--- src/rtl/qed_pkg.sv ---
// Shared types and default sizing for the SQED issue sequencer and register-remap block.
package qed_pkg;

  typedef enum logic {
    QED_ORIG = 1'b0,
    QED_DUP  = 1'b1
  } qed_state_e;

  localparam int QED_DEPTH  = 16;
  localparam int QED_INSN_W = 32;
  localparam int QED_CNT_W  = 16;

endpackage

--- src/rtl/qed_insn_queue.sv ---
// Circular instruction buffer recording originals for later replay as duplicates.
module qed_insn_queue
  import qed_pkg::*;
#(
  parameter int DEPTH  = QED_DEPTH,
  parameter int INSN_W = QED_INSN_W,
  localparam int AW    = $clog2(DEPTH)
) (
  input  logic              clk,
  input  logic              rst_ni,
  input  logic              i_push,
  input  logic [INSN_W-1:0] i_push_data,
  input  logic              i_pop,
  output logic [INSN_W-1:0] o_head_data,
  output logic              o_full,
  output logic              o_empty,
  output logic [AW:0]       o_occ
);

  localparam logic [AW:0]   OCC_ONE  = (AW+1)'(1);
  localparam logic [AW:0]   OCC_FULL = (AW+1)'(DEPTH);
  localparam logic [AW-1:0] PTR_ONE  = AW'(1);

  logic [INSN_W-1:0] r_mem [DEPTH];
  logic [AW-1:0]     r_head;
  logic [AW-1:0]     r_tail;
  logic [AW:0]       r_occ;
  logic              w_push;
  logic              w_pop;

  assign o_full      = (r_occ == OCC_FULL);
  assign o_empty     = (r_occ == '0);
  assign o_occ       = r_occ;
  assign o_head_data = r_mem[r_head];

  // Guard locally so a misbehaving caller cannot corrupt the occupancy count.
  assign w_push = i_push & ~o_full;
  assign w_pop  = i_pop & ~o_empty;

  always_ff @(posedge clk) begin
    if (!rst_ni) begin
      for (int i = 0; i < DEPTH; i++) r_mem[i] <= '0;
      r_head <= '0;
      r_tail <= '0;
      r_occ  <= '0;
    end else begin
      if (w_push) begin
        r_mem[r_tail] <= i_push_data;
        r_tail        <= r_tail + PTR_ONE;
      end
      if (w_pop) r_head <= r_head + PTR_ONE;
      case ({w_push, w_pop})
        2'b10:   r_occ <= r_occ + OCC_ONE;
        2'b01:   r_occ <= r_occ - OCC_ONE;
        default: r_occ <= r_occ;
      endcase
    end
  end

endmodule

--- src/rtl/qed_issue_sequencer.sv ---
// Issues fetched originals straight to decode while recording them, then replays them as duplicates.
module qed_issue_sequencer
  import qed_pkg::*;
#(
  parameter int DEPTH  = QED_DEPTH,
  parameter int INSN_W = QED_INSN_W,
  parameter int CNT_W  = QED_CNT_W
) (
  input  logic              clk,
  input  logic              rst_ni,
  input  logic              exec_dup_i,
  input  logic              if_valid_i,
  input  logic [INSN_W-1:0] if_insn_i,
  output logic              if_ready_o,
  output logic              id_valid_o,
  output logic [INSN_W-1:0] id_insn_o,
  output logic              id_is_dup_o,
  input  logic              id_ready_i,
  input  logic              commit_valid_i,
  input  logic              commit_is_dup_i,
  output logic [CNT_W-1:0]  qed_num_orig_o,
  output logic [CNT_W-1:0]  qed_num_dup_o,
  output logic              qed_ready_o,
  output logic              state_o
);

  localparam int          AW       = $clog2(DEPTH);
  localparam logic [AW:0] OCC_ONE  = (AW+1)'(1);
  localparam logic [AW:0] OCC_FULL = (AW+1)'(DEPTH);
  localparam logic [CNT_W-1:0] CNT_ONE = CNT_W'(1);

  qed_state_e        r_state;
  logic [CNT_W-1:0]  r_num_orig;
  logic [CNT_W-1:0]  r_num_dup;
  logic              w_is_orig;
  logic              w_full;
  logic              w_empty;
  logic [AW:0]       w_occ;
  logic [AW:0]       w_occ_post;
  logic [INSN_W-1:0] w_head;
  logic              w_push;
  logic              w_pop;

  qed_insn_queue #(
    .DEPTH  (DEPTH),
    .INSN_W (INSN_W)
  ) u_queue (
    .clk         (clk),
    .rst_ni      (rst_ni),
    .i_push      (w_push),
    .i_push_data (if_insn_i),
    .i_pop       (w_pop),
    .o_head_data (w_head),
    .o_full      (w_full),
    .o_empty     (w_empty),
    .o_occ       (w_occ)
  );

  assign w_is_orig = (r_state == QED_ORIG);

  always_comb begin
    if_ready_o  = 1'b0;
    id_valid_o  = 1'b0;
    id_insn_o   = if_insn_i;
    id_is_dup_o = 1'b0;
    if (w_is_orig) begin
      id_valid_o = if_valid_i & ~w_full;
      if_ready_o = id_ready_i & ~w_full;
    end else begin
      id_valid_o  = ~w_empty;
      id_insn_o   = w_head;
      id_is_dup_o = 1'b1;
    end
  end

  assign w_push     = w_is_orig & if_valid_i & if_ready_o;
  assign w_pop      = ~w_is_orig & id_valid_o & id_ready_i;
  assign w_occ_post = w_occ + (w_push ? OCC_ONE : '0);

  // The switch looks at post-push occupancy so a same-cycle handshake joins the replay.
  always_ff @(posedge clk) begin
    if (!rst_ni) begin
      r_state <= QED_ORIG;
    end else begin
      case (r_state)
        QED_ORIG: if (w_occ_post != '0 && (exec_dup_i || w_occ_post == OCC_FULL))
                    r_state <= QED_DUP;
        QED_DUP:  if (w_pop && w_occ == OCC_ONE)
                    r_state <= QED_ORIG;
        default:  r_state <= QED_ORIG;
      endcase
    end
  end

  always_ff @(posedge clk) begin
    if (!rst_ni) begin
      r_num_orig <= '0;
      r_num_dup  <= '0;
    end else if (commit_valid_i) begin
      if (!commit_is_dup_i) begin
        if (r_num_orig != '1) r_num_orig <= r_num_orig + CNT_ONE;
      end else begin
        if (r_num_dup != '1) r_num_dup <= r_num_dup + CNT_ONE;
      end
    end
  end

  assign qed_num_orig_o = r_num_orig;
  assign qed_num_dup_o  = r_num_dup;
  assign state_o        = r_state;
  assign qed_ready_o    = (r_num_orig == r_num_dup) & (r_num_orig != '0) & w_is_orig & w_empty;

endmodule
--- config.mk ---
export PLATFORM = sky130hd
export DESIGN_NAME = qed_issue_sequencer
export DESIGN_NICKNAME = d
export VERILOG_FILES = /design/src/rtl/qed_pkg.sv /design/src/rtl/qed_insn_queue.sv /design/src/rtl/qed_issue_sequencer.sv
export SDC_FILE = /design/constraint.sdc
export NUM_CORES = 1
export LEC_CHECK = 0
export BUFFER_PORTS_ARGS = -buffer_cell sky130_fd_sc_hd__buf_2
export CORE_MARGIN = 3
export CORE_UTILIZATION = 60
export DETAILED_ROUTE_END_ITERATION = 6
export PLACE_DENSITY = 0.78
export SLEW_MARGIN = 20
export SYNTH_ARGS = -nofsm -noshare
export SYNTH_HDL_FRONTEND = slang
export SYNTH_SLANG_ARGS = --single-unit
--- constraint.sdc ---
create_clock -name clk -period 7.8 [get_ports clk]
set_input_delay 0.39 -clock clk [delete_from_list [all_inputs] [get_ports clk]]
set_output_delay 0.39 -clock clk [all_outputs]
set_load 0.005 [all_outputs]
==> results.yml <==
grt:
  grt_pass1_wl_mm: 95.8
  grt_pass1_vias: 16100
  grt_overflow_total: 0
  grt_use_total_pct: 27.0
  grt_max_degree: 129
  antenna_found_initial: 0
power:
  p_sw_share_pct: 23.2
  powerDensity_nw_per_um2: 232
  intPower_mw: 5.17
  ir_drop_mv: 0.222
  leakage_nw: 10.5
  power.total_mw: 6.73
  pwr-share-comb_pct: 8.8
  power.switching_mw: 1.56
  pwr-share-seq_pct: 51.5
  power_frac_clock_pct: 39.7
floorplanning:
  die_area_um2: 46000
  core_area_um2: 42400
  die_w_um: 215
  fp.dieH_um: 215
  initial_core_util_pct: 61.5
  io_pins: 108
  rows: 75
timing:
  max_freq_ghz: 0.241
  worstMarginPinSlew_ns: 1.15
  setup_tns_ns: 0
  setup_viol: 0
  maxSlewViolCount: 0
  worst_slew_margin_rel_pct: 23.3
  layout_min_cycle_time_ns: 4.15
  min_period_over_period_pct: 53.3
  hold_viol: 0
  grt_setup_unrepaired: "false"
  finClkSkew_ns: 0.00883
clocking:
  numCtsBuffers: 56
  htree_levels: 2
  clockBufferDepth: 3
  cts.sinks: 562
  clk_latency_ns: 0.61
  cts_tree: "built"
  clock-root-buffer: "clkbuf_16"
  hold_buffers: 0
  clkSlewWorstSetupHoldPaths_ns: 0.06
  cts_setup_buffers: 0
  cts-resized-gates: 0
min_path:
  hold_path_class: "primary input to register"
synth:
  synth_seq_cells: 562
  synth_area_leader_cell: "edfxtp_1"
  syn-cell-area_um2: 26100
  yosysWarnings: 0
  synth_flop_cell: "edfxtp_1"
  async_reset_ff_share_pct: 0
  yosysSeqAreaShare_pct: 62.8
  synth_top_cells_by_count: "and2_1, edfxtp_1, mux4_2, clkbuf_1, o22ai_1"
  yosys.area.top_type_share_pct: 58.9
  synth_edf_count: 512
  synth_nets: 1855
  avgSynthCellArea_um2: 14.5
  yosysMostFrequentCell: "and2_1"
  netlist-cell-type-count: 56
  postSynthCellCount: 1801
  ys_top_cells_by_area: "edfxtp_1, and2_1, mux4_2"
route:
  initialDrtViolationCount: 1574
  routed-via-count: 15400
  wl_per_cell_um: 24.8
  drt-total-wl_mm: 61.2
  drc: 0
  ant_nets: 0
  via_per_inst: 6.26
  dr.pass1.iters: 5
layout:
  drive_gt1_share_pct: 22.2
  area_growth_pct: 11.2
  nNetsFinal: 1900
  post-route-util_pct: 68.4
  antenna-diode-count: 0
place:
  gp_congestion: 0.824
  port_buffers: 107
  hpwl_mm: 34.5
run:
  max_cap_violations: 0
critical_path:
  crit_type: "register to output pin"
  cp-end-kind: "output pin"
  cp_data_arrival_time_ns: 3.76
  critical_path_required_ns: 7.41
  crit_path_start_kind: "register"
  r2r_slack_ns: 4.27
  cp_max_fo: 53
run_status:
  status: "complete, no violations"
## layout by cell type, fill, tap and decap left out, types with 3 or more instances in the layout
master,instances
clkinv_2,6
o21ai_0,11
clkbuf_1,17
bufinv_16,6
a211oi_1,8
nor2_2,11
buf_2,107
mux2i_1,15
ha_1,15
nand2_1,34
edfxtp_1,512
nand2b_2,4
clkbuf_16,58
nor3_4,4
mux4_2,128
and2_1,514
nor4_1,11
or3_1,11
or2_2,3
o21ai_4,12
clkinv_1,13
inv_1,14
nand3_1,17
and3_1,6
dfxtp_4,4
o22ai_1,64
buf_4,32
mux2_2,32
a21oi_1,56
xnor2_1,10
nor3_1,5
xor2_1,15
dfxtp_1,46
o31ai_1,5
nand4b_1,3
nor2_1,18
nand2b_1,8
or4_1,6
and4_1,4
nand4_1,8
## per-layer routing
metal	GRT usage (%)	vias up	part of all wire (%)
met2	46.3	627	51
met1	36.4	7923	39
met5	0	-	0
met3	3.70	116	7.0
met4	8.23	0	2.7
li1	-	6782	-
## per-stage QoR
step           instance area, um2  hold slack (ns)  setup slack [ns]  cells
3_3_place_gp                27200            0.499              3.75   2364
6_report                    29000           0.0430              3.65   2466
2_1_floorplan               26100            0.489              3.87   1801
4_1_cts                     29000           0.0169              3.56   2465
3_5_place_dp                27200            0.505              3.63   2364
5_1_grt                     29000           0.0363              3.41   2466
## cell type report
cell class,instances,area (um2)
clock buffers,75,1520
clock inverters,26,279
fillers,2916,13400
inverters,15,56.3
multi-input cells,1070,9240
flip-flops and latches,562,16400
well taps,577,722
repair buffers,141,811
## power groups by stage
stage	clock network, mW	registers, mW	logic [mW]
2_1_floorplan	0	3.49	0.355
3_3_place_gp	0	3.52	0.580
3_5_place_dp	0	3.53	0.590
4_1_cts	2.70	3.47	0.594
5_1_grt	2.82	3.48	0.642
6_report	2.68	3.47	0.592
## flip-flops by register name (all words and copies together), names as in the netlist, named ones only
register	count
qed_num_dup_o	16
qed_num_orig_o	16
state_o	1
u_queue.o_occ	5
u_queue.r_head	4
u_queue.r_mem	512
u_queue.r_tail	4
## final timing paths
path / start / end / cells after the start
hold / removal: exec_dup_i / state_o / 2
setup reg to reg: u_queue.o_occ[0] / u_queue.r_mem[1][20] / 7
setup / recovery: register / id_insn_o[4] / 5
hold reg to reg: u_queue.r_head[3] / register / 2
## cells by family after synthesis
group,share of synthesized area [%]
compound gates,3.86
fa+ha+maj,0.719
simple gates,16.2
xor+xnor,0.839
flops,62.8
buf+inv,2.64
mux,13.0
## worst max-delay path: stages, from the launching register on
cell     delay (ns)
dfxtp_4        0.92
buf_4          0.93
mux4_2         0.60
o22ai_1        0.31
a21oi_1        0.17
buf_2          0.17
No activity file was read; power rests on OpenSTA's default activity.
